<file path="src/rtl/mem_arbiter_if.sv">
// Bundles the fetch port, the data port and the shared memory port of mem_arbiter.
//   slave  : arbiter view (requests and memory response in, completions and memory request out)
//   master : environment view (requesters plus memory model)
// Fetch:  if_req, if_addr -> if_ready, if_rdata
// Data:   d_req, d_we, d_addr, d_wdata -> d_ready, d_rdata
// Memory: mem_valid, mem_we, mem_addr, mem_wdata -> mem_ack, mem_rdata
// Status: err (timeout, valid with a ready pulse), busy (arbiter not idle)
interface mem_arbiter_if;
    logic        if_req;
    logic [31:0] if_addr;
    logic        if_ready;
    logic [31:0] if_rdata;

    logic        d_req;
    logic        d_we;
    logic [31:0] d_addr;
    logic [31:0] d_wdata;
    logic        d_ready;
    logic [31:0] d_rdata;

    logic        mem_valid;
    logic        mem_we;
    logic [31:0] mem_addr;
    logic [31:0] mem_wdata;
    logic        mem_ack;
    logic [31:0] mem_rdata;

    logic        err;
    logic        busy;

    modport slave (
        input  if_req, if_addr, d_req, d_we, d_addr, d_wdata, mem_ack, mem_rdata,
        output if_ready, if_rdata, d_ready, d_rdata, mem_valid, mem_we, mem_addr, mem_wdata,
        output err, busy
    );

    modport master (
        output if_req, if_addr, d_req, d_we, d_addr, d_wdata, mem_ack, mem_rdata,
        input  if_ready, if_rdata, d_ready, d_rdata, mem_valid, mem_we, mem_addr, mem_wdata,
        input  err, busy
    );
endinterface

</file>
<file path="src/rtl/mem_arbiter.sv">
// Two-requester arbiter (instruction fetch and data) in front of a single memory port.
// Data wins ties unless fetch has been passed over STARVE_LIMIT times in a row; a memory
// access that sees no mem_ack for MAX_WAIT busy cycles completes with err set and rdata 0.
// Ports:
//   clk   : rising-edge clock
//   reset : asynchronous, active-low reset
//   bus   : mem_arbiter_if.slave carrying fetch, data, memory and status signals
module mem_arbiter #(
    parameter int unsigned MAX_WAIT     = 15,
    parameter int unsigned STARVE_LIMIT = 4
) (
    input logic          clk,
    input logic          reset,
    mem_arbiter_if.slave bus
);

    typedef enum logic [1:0] {StIdle, StBusyIf, StBusyD, StResp} state_e;

    // Timeout fires in the busy cycle whose count is MAX_WAIT-1, giving MAX_WAIT busy cycles.
    localparam logic [7:0] WaitLast  = 8'(MAX_WAIT - 1);
    localparam logic [3:0] StarveMax = 4'(STARVE_LIMIT);

    state_e      state_q, state_d;
    logic [3:0]  starve_q, starve_d;
    logic [7:0]  wait_q, wait_d;
    logic [31:0] addr_q, addr_d;
    logic        we_q, we_d;
    logic [31:0] wdata_q, wdata_d;
    logic        sel_data_q, sel_data_d;  // 1: data side holds the grant
    logic        err_q, err_d;
    logic [31:0] if_rdata_q, if_rdata_d;
    logic [31:0] d_rdata_q, d_rdata_d;

    always_comb begin
        state_d    = state_q;
        starve_d   = starve_q;
        wait_d     = wait_q;
        addr_d     = addr_q;
        we_d       = we_q;
        wdata_d    = wdata_q;
        sel_data_d = sel_data_q;
        err_d      = err_q;
        if_rdata_d = if_rdata_q;
        d_rdata_d  = d_rdata_q;

        unique case (state_q)
            StIdle: begin
                err_d  = 1'b0;
                wait_d = '0;
                if (bus.d_req && !(bus.if_req && starve_q == StarveMax)) begin
                    state_d    = StBusyD;
                    sel_data_d = 1'b1;
                    addr_d     = bus.d_addr;
                    we_d       = bus.d_we;
                    wdata_d    = bus.d_wdata;
                    // Count only grants that actually passed over a waiting fetch.
                    if (bus.if_req && starve_q != 4'hf) begin
                        starve_d = starve_q + 4'd1;
                    end
                end else if (bus.if_req) begin
                    state_d    = StBusyIf;
                    sel_data_d = 1'b0;
                    addr_d     = bus.if_addr;
                    we_d       = 1'b0;
                    wdata_d    = '0;
                    starve_d   = '0;
                end
            end
            StBusyIf, StBusyD: begin
                if (bus.mem_ack) begin
                    state_d = StResp;
                    err_d   = 1'b0;
                    if (state_q == StBusyD) begin
                        d_rdata_d = we_q ? '0 : bus.mem_rdata;
                    end else begin
                        if_rdata_d = bus.mem_rdata;
                    end
                end else if (wait_q == WaitLast) begin
                    state_d = StResp;
                    err_d   = 1'b1;
                    if (state_q == StBusyD) begin
                        d_rdata_d = '0;
                    end else begin
                        if_rdata_d = '0;
                    end
                end else begin
                    wait_d = wait_q + 8'd1;
                end
            end
            StResp: begin
                state_d = StIdle;
            end
        endcase
    end

    always_ff @(posedge clk or negedge reset) begin
        if (!reset) begin
            state_q    <= StIdle;
            starve_q   <= '0;
            wait_q     <= '0;
            addr_q     <= '0;
            we_q       <= 1'b0;
            wdata_q    <= '0;
            sel_data_q <= 1'b0;
            err_q      <= 1'b0;
            if_rdata_q <= '0;
            d_rdata_q  <= '0;
        end else begin
            state_q    <= state_d;
            starve_q   <= starve_d;
            wait_q     <= wait_d;
            addr_q     <= addr_d;
            we_q       <= we_d;
            wdata_q    <= wdata_d;
            sel_data_q <= sel_data_d;
            err_q      <= err_d;
            if_rdata_q <= if_rdata_d;
            d_rdata_q  <= d_rdata_d;
        end
    end

    // All outputs derive from registered state only, so requester inputs cannot disturb them.
    logic in_busy_if, in_busy_d, in_resp;
    assign in_busy_if = (state_q == StBusyIf);
    assign in_busy_d  = (state_q == StBusyD);
    assign in_resp    = (state_q == StResp);

    assign bus.busy      = (state_q != StIdle);
    assign bus.mem_valid = in_busy_if | in_busy_d;
    assign bus.mem_we    = in_busy_d & we_q;
    assign bus.mem_addr  = (in_busy_if | in_busy_d) ? addr_q : '0;
    assign bus.mem_wdata = in_busy_d ? wdata_q : '0;
    assign bus.if_ready  = in_resp & ~sel_data_q;
    assign bus.d_ready   = in_resp & sel_data_q;
    assign bus.err       = in_resp & err_q;
    assign bus.if_rdata  = if_rdata_q;
    assign bus.d_rdata   = d_rdata_q;

endmodule
</file>
<file path="src/flat_wrapper.sv">
// flat-port wrapper written by rule: the top's interface ports become plain ports
module mem_arbiter_flat 
#(
    parameter int unsigned MAX_WAIT     = 15,
    parameter int unsigned STARVE_LIMIT = 4
)
  (clk, reset, bus_if_req, bus_if_addr, bus_d_req, bus_d_we, bus_d_addr, bus_d_wdata, bus_mem_ack, bus_mem_rdata, bus_if_ready, bus_if_rdata, bus_d_ready, bus_d_rdata, bus_mem_valid, bus_mem_we, bus_mem_addr, bus_mem_wdata, bus_err, bus_busy);
  mem_arbiter_if bus_i ();
  input logic clk;
  input logic reset;
  input wire logic [$bits(bus_i.if_req)-1:0] bus_if_req;
  input wire logic [$bits(bus_i.if_addr)-1:0] bus_if_addr;
  input wire logic [$bits(bus_i.d_req)-1:0] bus_d_req;
  input wire logic [$bits(bus_i.d_we)-1:0] bus_d_we;
  input wire logic [$bits(bus_i.d_addr)-1:0] bus_d_addr;
  input wire logic [$bits(bus_i.d_wdata)-1:0] bus_d_wdata;
  input wire logic [$bits(bus_i.mem_ack)-1:0] bus_mem_ack;
  input wire logic [$bits(bus_i.mem_rdata)-1:0] bus_mem_rdata;
  output wire logic [$bits(bus_i.if_ready)-1:0] bus_if_ready;
  output wire logic [$bits(bus_i.if_rdata)-1:0] bus_if_rdata;
  output wire logic [$bits(bus_i.d_ready)-1:0] bus_d_ready;
  output wire logic [$bits(bus_i.d_rdata)-1:0] bus_d_rdata;
  output wire logic [$bits(bus_i.mem_valid)-1:0] bus_mem_valid;
  output wire logic [$bits(bus_i.mem_we)-1:0] bus_mem_we;
  output wire logic [$bits(bus_i.mem_addr)-1:0] bus_mem_addr;
  output wire logic [$bits(bus_i.mem_wdata)-1:0] bus_mem_wdata;
  output wire logic [$bits(bus_i.err)-1:0] bus_err;
  output wire logic [$bits(bus_i.busy)-1:0] bus_busy;
  assign bus_i.if_req = bus_if_req;
  assign bus_i.if_addr = bus_if_addr;
  assign bus_i.d_req = bus_d_req;
  assign bus_i.d_we = bus_d_we;
  assign bus_i.d_addr = bus_d_addr;
  assign bus_i.d_wdata = bus_d_wdata;
  assign bus_i.mem_ack = bus_mem_ack;
  assign bus_i.mem_rdata = bus_mem_rdata;
  assign bus_if_ready = bus_i.if_ready;
  assign bus_if_rdata = bus_i.if_rdata;
  assign bus_d_ready = bus_i.d_ready;
  assign bus_d_rdata = bus_i.d_rdata;
  assign bus_mem_valid = bus_i.mem_valid;
  assign bus_mem_we = bus_i.mem_we;
  assign bus_mem_addr = bus_i.mem_addr;
  assign bus_mem_wdata = bus_i.mem_wdata;
  assign bus_err = bus_i.err;
  assign bus_busy = bus_i.busy;
  mem_arbiter #(.MAX_WAIT(MAX_WAIT), .STARVE_LIMIT(STARVE_LIMIT)) u_core (.clk(clk), .reset(reset), .bus(bus_i));
endmodule
</file>
<file path="config.mk">
export PLATFORM = sky130hd
export DESIGN_NAME = mem_arbiter_flat
export DESIGN_NICKNAME = d
export VERILOG_FILES = /design/src/rtl/mem_arbiter_if.sv /design/src/rtl/mem_arbiter.sv /design/src/flat_wrapper.sv
export SDC_FILE = /design/constraint.sdc
export NUM_CORES = 1
export LEC_CHECK = 0
export BUFFER_PORTS_ARGS = -buffer_cell sky130_fd_sc_hd__buf_2
export CAP_MARGIN = 20
export CELL_PAD_IN_SITES_DETAIL_PLACEMENT = 2
export CELL_PAD_IN_SITES_GLOBAL_PLACEMENT = 2
export CORE_UTILIZATION = 31
export CTS_CLUSTER_SIZE = 28
export DETAILED_ROUTE_END_ITERATION = 10
export GPL_ROUTABILITY_DRIVEN = 0
export PLACE_DENSITY_LB_ADDON = 0.1
export SLEW_MARGIN = 5
export SYNTH_ARGS = -nofsm -noshare
export SYNTH_HDL_FRONTEND = slang
export SYNTH_SLANG_ARGS = --single-unit
</file>
<file path="constraint.sdc">
create_clock -name clk -period 6.95 [get_ports clk]
set_input_delay 0.695 -clock clk [delete_from_list [all_inputs] [get_ports clk]]
set_output_delay 0.695 -clock clk [all_outputs]
set_load 0.005 [all_outputs]
</file>
==> impl_metrics.env, run 1 <==
export IMPL_run_status="complete, no violations"
export IMPL_powerDensity_mw_per_mm2=442
export IMPL_hpwl_mm=15.7
export IMPL_worst_slew_pin_slew_ps=1070
export IMPL_syn_nets=810
export IMPL_rsz0062_at_grt="false"
export IMPL_async_reset_ff_share_pct=100
export IMPL_timing_rr_start="u_core.wait_q[0]"
export IMPL_max_slew_margin_rel_pct=28.1
export IMPL_finalPower_mw=4.01
export IMPL_power_frac_comb_pct=40.3
export IMPL_cp_end_kind="register"
export IMPL_cp_startpoint="u_core.wait_q[0]"
export IMPL_die_w_um=150
export IMPL_p_sw_mw=1.50
export IMPL_p_clk_share_pct=23.3
export IMPL_ctsLongestPathBuffers=2
export IMPL_cp_start_kind="register"
export IMPL_crit_type="register to register"
export IMPL_netlist_area_mm2=0.00684
export IMPL_drtAntennaViolNets=0
export IMPL_syn_inst=667
export IMPL_avgRoutedWirePerCell_um=18.7
export IMPL_hold_path_class="primary input to async pin"
export IMPL_boundaryPins=268
export IMPL_grt_pass1_wl_mm=35.1
export IMPL_p_leak_nw=4.77
export IMPL_clkSinkCount=145
export IMPL_die_height_um=150
export IMPL_cts_tree="built"
export IMPL_vias_per_cell=4.96
export IMPL_period_share_pct=41.4
export IMPL_drc_errors=0
export IMPL_hold_violations=0
export IMPL_setup_viol=0
export IMPL_cts_buffers=17
export IMPL_synth_edf_count=0
export IMPL_skew_ps=15.5
export IMPL_path_cells="inv_1 > ha_1 > or4b_1 > o31a_2 > nor3b_4 > buf_4 > mux2_1"
export IMPL_n_fill_cell=2313
export IMPL_overflow=0
export IMPL_ys_ff_latch=145
export IMPL_maxSlewViolCount=0
export IMPL_period_needed_ps=2880
export IMPL_path_clk_slew_ps=60
export IMPL_drv_cap=0
export IMPL_final_nets=1056
export IMPL_pwr_share_seq_pct=36.3
export IMPL_die_area_mm2=0.0226
export IMPL_vias=5962
export IMPL_peakVddDrop_mv=0.218
export IMPL_clk_latency_ps=430
export IMPL_grt_pass1_vias=6582
export IMPL_cts_max_level=4
export IMPL_drtIter0Drc=197
export IMPL_worst_ep_arrival_time_ps=3190
export IMPL_post_cts_buffers=0
export IMPL_path_max_fanout=32
export IMPL_initial_core_util_pct=32.1
export IMPL_cts_resized=0
export IMPL_multi_input_area_mm2=0.00287
export IMPL_ys_seq_area_share_pct=53.1
export IMPL_root_buffer="clkbuf_16"
export IMPL_core_rowCount=53
export IMPL_ys_types=39
export IMPL_num_antenna_cells=0
export IMPL_synth_warnings=0
export IMPL_numPortBuffers=267
export IMPL_cp_required_ps=7260
export IMPL_cpMaxStageDelayCell="buf_4"
export IMPL_synth_main_ff_cell="dfrtp_1"
export IMPL_fmax_ghz=0.347
export IMPL_drive_gt1_share_pct=34.1
export IMPL_area_growth_pct=32.6
export IMPL_seq_area_mm2=0.00363
export IMPL_coreArea_mm2=0.0213
export IMPL_holdBufCountCts=0
export IMPL_cp_slowest_stage_delay_ps=510
export IMPL_antenna_found_initial=2
export IMPL_p_int_mw=2.51
export IMPL_drt_total_wl_mm=22.4
export IMPL_gr_usage_all_layers_pct=20.1
export IMPL_syn_area_per_cell_um2=10.2
export IMPL_grt_max_degree=86
export IMPL_first_pass_iters=4
export IMPL_totalNegativeSetupSlack_ps=0
export IMPL_swShare_pct=37.5
per-layer routing:
| layer | vias to the layer above | track usage, % | share of wire [%] |
|---|---|---|---|
| met1 | 2983 | 22.8 | 40 |
| met2 | 178 | 36.1 | 52 |
| met5 | - | 0 | 0.10 |
| met4 | 4 | 7.22 | 1.9 |
| met3 | 33 | 5.52 | 6.4 |
| li1 | 2764 | - | - |
flip-flops by register name, indices dropped and copies added (netlist names):
signal	flops
u_core.sel_data_q	1
u_core.we_q	1
u_core.wdata_q	32
u_core.err_q	1
u_core.bus.d_rdata	32
u_core.wait_q	8
u_core.bus.if_rdata	32
u_core.starve_q	4
u_core.state_q	2
u_core.addr_q	32
placed cells by master, fill, tap and decap left out, types with 4 or more instances in the layout:
cell type  netlist  final
buf_2            1    266
dfrtp_1        145    145
nand2_1        101     99
and2_1          69     69
mux2i_1         68     68
o21ai_0         68     68
inv_1           40     40
a22o_1          35     35
o31ai_1         31     31
clkbuf_16        0     17
ha_1             9      9
buf_4            0      6
nor2b_1          5      5
nor2_1           7      5
inv_6            0      5
nand2b_1         4      4
nand3_1          4      4
synth_stat cells, types with 5 or more instances:
cell type,count,area [µm²]
dfrtp_1,145,3630
nand2_1,101,379
and2_1,69,432
mux2i_1,68,681
o21ai_0,68,340
clkbuf_1,45,169
inv_1,40,150
a22o_1,35,307
o31ai_1,31,233
ha_1,9,113
nor2_1,7,26.3
nor2b_1,5,31.3
layout make-up:
class | instances | area share (%)
clock buffer | 19 | 4.89
clock inverter | 13 | 1.66
inverter | 40 | 1.66
multi-input combinational | 432 | 31.6
sequential | 145 | 40.0
tap | 275 | 3.80
timing repair buffer | 277 | 16.4
cells by family after synthesis:
kind of cell | synth area share (%)
AOI/OAI and AO/OA | 14.7
xor gates and xnor gates | 0.256
adders and majority gates | 1.65
buffers and inverters | 5.29
DFF | 53.1
muxes | 10.3
and+or+nand+nor | 14.8
worst paths after layout:
kind	to	slack, ps	cells past startpoint
worst max-delay path	u_core.bus.if_rdata[30]	4070	7
worst min register to register	u_core.addr_q[10]	480	2
min in group clk	u_core.addr_q[10]	480	2
max in group asynchronous	u_core.wait_q[0]	5290	2
worst min-delay path	u_core.bus.d_rdata[23]	320	1
worst max register to register	u_core.bus.if_rdata[30]	4070	7
stage by stage:
stage | area, µm² | util, % | setup WS, ps | cells | hold slack (ps)
6_report | 9070 | 42.6 | 4070 | 1201 | 317
5_1_grt | 9070 | 42.6 | 3890 | 1201 | 375
4_1_cts | 8970 | 42.1 | 3620 | 1197 | 360
3_5_place_dp | 8380 | 39.4 | 3620 | 1165 | 470
3_3_place_gp | 8380 | 39.4 | 3740 | 1165 | 455
2_1_floorplan | 6840 | - | 4630 | 667 | 399
critical path: cells and delay by family, from the launching register on:
kind | cells | cell delay (ps)
AOI/OAI and AO/OA | 1 | 470
adders and majority gates | 1 | 180
buffers and inverters | 2 | 640
DFF | 1 | 390
muxes | 1 | 380
and+or+nand+nor | 2 | 690
power groups by stage:
| stage | Clock (mW) | Combinational [mW] | Sequential, mW |
|---|---|---|---|
| 3_5_place_dp | 0 | 1.62 | 1.47 |
| 5_1_grt | 0.985 | 1.82 | 1.50 |
| 3_3_place_gp | 0 | 1.53 | 1.44 |
| 2_1_floorplan | 0 | 0.942 | 1.41 |
| 6_report | 0.935 | 1.62 | 1.46 |
| 4_1_cts | 0.961 | 1.63 | 1.46 |
(Power assumes the default switching activity.)
==> run 2, diff against run 1 <==
Settings changed: CORE_UTILIZATION 31 to 26.
Clock period 6.95 ns to 2.36 ns, I/O delays scaled along.
==> impl_metrics.env, run 2 (synthesized netlist as in run 1, its figures left out) <==
export IMPL_crit_type="register to register"
export IMPL_p_sw_mw=4.42
export IMPL_drc_errors=0
export IMPL_grt_pass1_wl_mm=35.8
export IMPL_vias=5950
export IMPL_final_area_mm2=0.00929
export IMPL_antenna_found_initial=0
export IMPL_root_buffer="clkbuf_16"
export IMPL_avgRoutedWirePerCell_um=18.0
export IMPL_p_clk_share_pct=22.3
export IMPL_run_status="complete, no violations"
export IMPL_period_needed_ps=2290
export IMPL_ctsLongestPathBuffers=2
export IMPL_cpMaxStageDelayCell="or4b_4"
export IMPL_hpwl_mm=16.7
export IMPL_dpl_cell_area_mm2=0.00860
export IMPL_skew_ps=10.4
export IMPL_pwr_share_seq_pct=35.8
export IMPL_wl_met1_mm=9.65
export IMPL_met3_length_mm=1.36
export IMPL_drt_total_wl_mm=22.8
export IMPL_p_int_mw=7.53
export IMPL_cts_buffers=17
export IMPL_hold_path_class="primary input to register"
export IMPL_r2r_cells=8
export IMPL_holdPathStages=2
export IMPL_grt_pass1_vias=6767
export IMPL_die_w_um=164
export IMPL_boundaryPins=268
export IMPL_r2r_end="u_core.bus.if_rdata[30]"
export IMPL_numPortBuffers=267
export IMPL_wl_met2_mm=11.5
export IMPL_cp_start_kind="register"
export IMPL_drv_cap=0
export IMPL_min_from="bus_d_wdata[13]"
export IMPL_cp_slowest_stage_delay_ps=470
export IMPL_clkSinkCount=145
export IMPL_vias_per_cell=4.69
export IMPL_max_slew_margin_rel_pct=46.5
export IMPL_finalPower_mw=11.9
export IMPL_rsz0062_at_grt="true"
export IMPL_setup_viol=0
export IMPL_drtAntennaViolNets=0
export IMPL_reg2reg_slack_ps=70
export IMPL_first_pass_iters=4
export IMPL_die_height_um=164
export IMPL_min_to="u_core.wdata_q[13]"
export IMPL_grt_max_degree=59
export IMPL_maxSlewViolCount=0
export IMPL_die_area_mm2=0.0269
export IMPL_peakVddDrop_mv=0.385
export IMPL_area_growth_pct=35.9
export IMPL_path_clk_slew_ps=60
export IMPL_initial_core_util_pct=26.8
export IMPL_core_rowCount=58
export IMPL_highest_signal_layer="met4"
export IMPL_drtIter0Drc=232
export IMPL_overflow=0
export IMPL_path_max_fanout=3
export IMPL_layout_commonest_cell="buf_2"
export IMPL_cp_end_kind="register"
export IMPL_cts_max_level=4
export IMPL_hold_slack_ps=35.4
export IMPL_p_leak_nw=4.83
export IMPL_cp_required_ps=2670
export IMPL_swShare_pct=37.0
export IMPL_num_antenna_cells=0
export IMPL_worst_slew_pin_slew_ps=799
export IMPL_power_frac_comb_pct=41.9
export IMPL_final_nets=1069
export IMPL_gr_usage_all_layers_pct=17.1
export IMPL_period_share_pct=97.0
export IMPL_timing_rr_start="u_core.wait_q[0]"
export IMPL_worst_ep_arrival_time_ps=2590
export IMPL_clk_latency_ps=430
export IMPL_fmax_ghz=0.437
export IMPL_powerDensity_mw_per_mm2=1290
export IMPL_drive_gt1_share_pct=35.3
export IMPL_cts_tree="built"
export IMPL_path_cells="inv_1 > ha_1 > or4b_4 > o31a_4 > nor3b_4 > buf_6 > buf_4 > mux2_1"
export IMPL_coreArea_mm2=0.0255
export IMPL_hold_violations=0
export IMPL_final_cell_mix="266 x buf_2, 145 x dfrtp_1, 99 x nand2_1"
[run 2: cell count changes in the layout (fill, tap and decap cells not counted), sizes merged]
| cell | previous run | this run |
|---|---|---|
| clkinvlp | 2 | 3 |
| dlygate4sd3 | 0 | 1 |
| buf | 277 | 288 |
| clkinv | 4 | 6 |
| inv | 45 | 41 |
| clkbuf | 19 | 21 |
[run 2: final cells by class]
cell class	instances	area, µm²
well taps	330	413
clock buffers	20	437
flip-flops and latches	145	3630
inverters	40	150
clock inverters	12	136
fillers	2822	16200
multi-input cells	432	2910
repair buffers	290	1610
[run 2: what timing repair did]
action                     in CTS  in global routing
pin swaps                       1                  1
setup endpoints to repair      56                 63
hold endpoints to repair       50                  0
hold buffers                    1                  0
buffers inserted                0                  3
cloned                          0                  1
resized for setup               4                  8
[run 2: metrics by stage]
step	cells	util [%]	setup slack [ps]	TNS (ps)
6_report	1269	36.5	71.9	0
5_1_grt	1269	36.5	-29.7	-108
4_1_cts	1265	36.1	19.8	0
3_5_place_dp	1232	33.8	-31.6	-87.6
3_3_place_gp	1232	33.8	51.0	0
2_1_floorplan	667	-	38.9	0
[run 2: worst max path at each step]
stage	from	endpoint	slack, ps	cells past startpoint
after floorplan	u_core.wait_q[0]	u_core.bus.if_rdata[30]	40	7
after global placement	u_core.wait_q[0]	u_core.bus.if_rdata[3]	50	7
after detailed placement	u_core.wait_q[0]	u_core.bus.if_rdata[1]	-30	7
after CTS	u_core.wait_q[0]	u_core.bus.if_rdata[12]	20	7
after global routing	u_core.wait_q[0]	u_core.bus.if_rdata[30]	-30	8
final	u_core.wait_q[0]	u_core.bus.if_rdata[30]	70	8
[run 2: critical path: cells and delay by family (launching register included)]
kind / cells / cell delay (ps)
flops: 1 / 400
buf+inv: 3 / 310
mux: 1 / 300
simple gates: 2 / 720
fa+ha+maj: 1 / 140
compound gates: 1 / 320
[run 2: routing by layer]
metal,vias up,GRT usage [%]
met5,-,0
met4,0,5.47
met3,21,4.52
met2,182,29.7
met1,2965,20.5
li1,2782,-
[run 2: power by group through the flow]
stage          clock network (mW)  registers (mW)  logic (mW)
2_1_floorplan                   0            4.15        2.77
3_3_place_gp                    0            4.24        4.71
3_5_place_dp                    0            4.31        4.92
4_1_cts                      2.75            4.29        4.99
5_1_grt                      2.84            4.42        5.63
6_report                     2.66            4.28        5.01
==> run 3, diff against run 2 <==
Settings changed: GPL_TIMING_DRIVEN set to 0.
==> impl_metrics.env, run 3 (synthesized netlist as in run 1, its figures left out) <==
export IMPL_cp_start_kind="register"
export IMPL_numPortBuffers=265
export IMPL_cp_end_kind="register"
export IMPL_grt_max_degree=79
export IMPL_path_clk_slew_ps=70
export IMPL_root_buffer="clkbuf_16"
export IMPL_drive_gt1_share_pct=35.0
export IMPL_cts_buffers=17
export IMPL_reg2reg_slack_ps=20
export IMPL_totalNegativeSetupSlack_ps=0
export IMPL_fin_util_pct=37.1
export IMPL_r2r_cells=8
export IMPL_maxSlewViolCount=0
export IMPL_worst_slew_pin_slew_ps=610
export IMPL_dpl_cell_area_mm2=0.00861
export IMPL_area_growth_pct=38.2
export IMPL_hold_path_class="primary input to register"
export IMPL_cp_required_ps=2670
export IMPL_pre_cts_slack_ps=-445
export IMPL_p_leak_nw=4.91
export IMPL_hold_violations=0
export IMPL_max_slew_margin_rel_pct=59.0
export IMPL_worst_ep_arrival_time_ps=2640
export IMPL_hpwl_mm=17.3
export IMPL_die_height_um=164
export IMPL_drv_cap=0
export IMPL_n_fill_cell=2841
export IMPL_period_share_pct=99.0
export IMPL_coreArea_mm2=0.0255
export IMPL_drtIter0Drc=218
export IMPL_final_area_mm2=0.00945
export IMPL_vias_per_cell=4.61
export IMPL_vias=6005
export IMPL_grt_pass1_vias=6748
export IMPL_run_status="complete, no violations"
export IMPL_drt_total_wl_mm=23.4
export IMPL_die_w_um=164
export IMPL_ctsLongestPathBuffers=2
export IMPL_boundaryPins=268
export IMPL_num_antenna_cells=0
export IMPL_grt_pass1_wl_mm=36.9
export IMPL_avgRoutedWirePerCell_um=18.0
export IMPL_crit_type="register to register"
export IMPL_core_rowCount=58
export IMPL_hold_slack_ps=27.6
export IMPL_cts_tree="built"
export IMPL_clk_latency_ps=430
export IMPL_fmax_ghz=0.428
export IMPL_overflow=0
export IMPL_first_pass_iters=4
export IMPL_layout_commonest_cell="buf_2"
export IMPL_antenna_found_initial=0
export IMPL_cts_max_level=4
export IMPL_setup_viol=0
export IMPL_final_nets=1103
export IMPL_final_cell_mix="267 x buf_2, 145 x dfrtp_1, 101 x nand2_1"
export IMPL_setup_slack_ps=24.5
export IMPL_powerDensity_mw_per_mm2=1300
export IMPL_gr_usage_all_layers_pct=17.7
export IMPL_skew_ps=14.9
export IMPL_initial_core_util_pct=26.8
export IMPL_peakVddDrop_mv=0.452
export IMPL_rsz0062_at_grt="true"
export IMPL_holdPathStages=2
export IMPL_clkSinkCount=145
export IMPL_drc_errors=0
export IMPL_drtAntennaViolNets=0
export IMPL_path_max_fanout=7
export IMPL_die_area_mm2=0.0269
export IMPL_period_needed_ps=2340
-- run 3: cell types whose count changed in the layout (fill, tap and decap cells not counted), sizes merged --
cell,previous run,this run
inv,41,46
buf,288,283
clkinv,6,2
clkinvlp,3,2
clkbuf,21,60
-- run 3: through the flow --
step	total power [mW]	std cells
3_3_place_gp	9.11	1262
4_1_cts	12.4	1303
2_1_floorplan	6.92	667
5_1_grt	13.3	1303
6_report	12.3	1303
3_5_place_dp	9.25	1263
-- run 3: layout make-up --
type / count / area [µm²] / share of cell area, %
sequential: 145 / 3630 / 38.4
multi-input combinational: 432 / 2900 / 30.7
timing repair buffer: 278 / 1510 / 15.9
clock buffer: 20 / 457 / 4.83
tap: 330 / 413 / 4.37
buffer: 46 / 249 / 2.64
inverter: 40 / 150 / 1.59
clock inverter: 12 / 145 / 1.54
-- run 3: report_power, final --
part | internal, mW | switching (mW)
clock network | 1.64 | 1.19
registers | 3.61 | 0.596
logic | 2.46 | 2.79
-- run 3: metal layers --
metal / global-route usage (%) / vias up / wire length (µm)
met5: 0 / - / 0
met4: 4.25 / 0 / 241
met3: 5.93 / 22 / 1740
met2: 29.9 / 177 / 11400
met1: 21.6 / 2947 / 10000
li1: - / 2859 / -
-- run 3: final timing paths --
path,start,end
setup reg to reg,u_core.wait_q[0],u_core.bus.if_rdata[30]
setup / recovery,u_core.wait_q[0],u_core.bus.if_rdata[30]
hold reg to reg,u_core.addr_q[29],u_core.addr_q[29]
max in group asynchronous,reset,u_core.bus.d_rdata[6]
min in group asynchronous,reset,u_core.bus.if_rdata[19]
hold / removal,bus_d_wdata[4],u_core.wdata_q[4]
-- run 3: timing repair --
| action | CTS | global route |
|---|---|---|
| hold buffers | 1 | 0 |
| endpoints found under the setup margin | 186 | 141 |
| resized for setup | 26 | 30 |
| pin swaps | 2 | 2 |
| buffers inserted | 8 | 1 |
| hold endpoints to repair | 67 | 0 |
| cloned | 1 | 1 |
-- run 3: critical path, cell delays in order (launching register included) --
cell	delay (ps)
dfrtp_1	390
inv_2	90
ha_4	130
or4b_4	460
o31a_1	320
buf_6	140
nor3b_4	200
buf_12	180
mux2_1	330
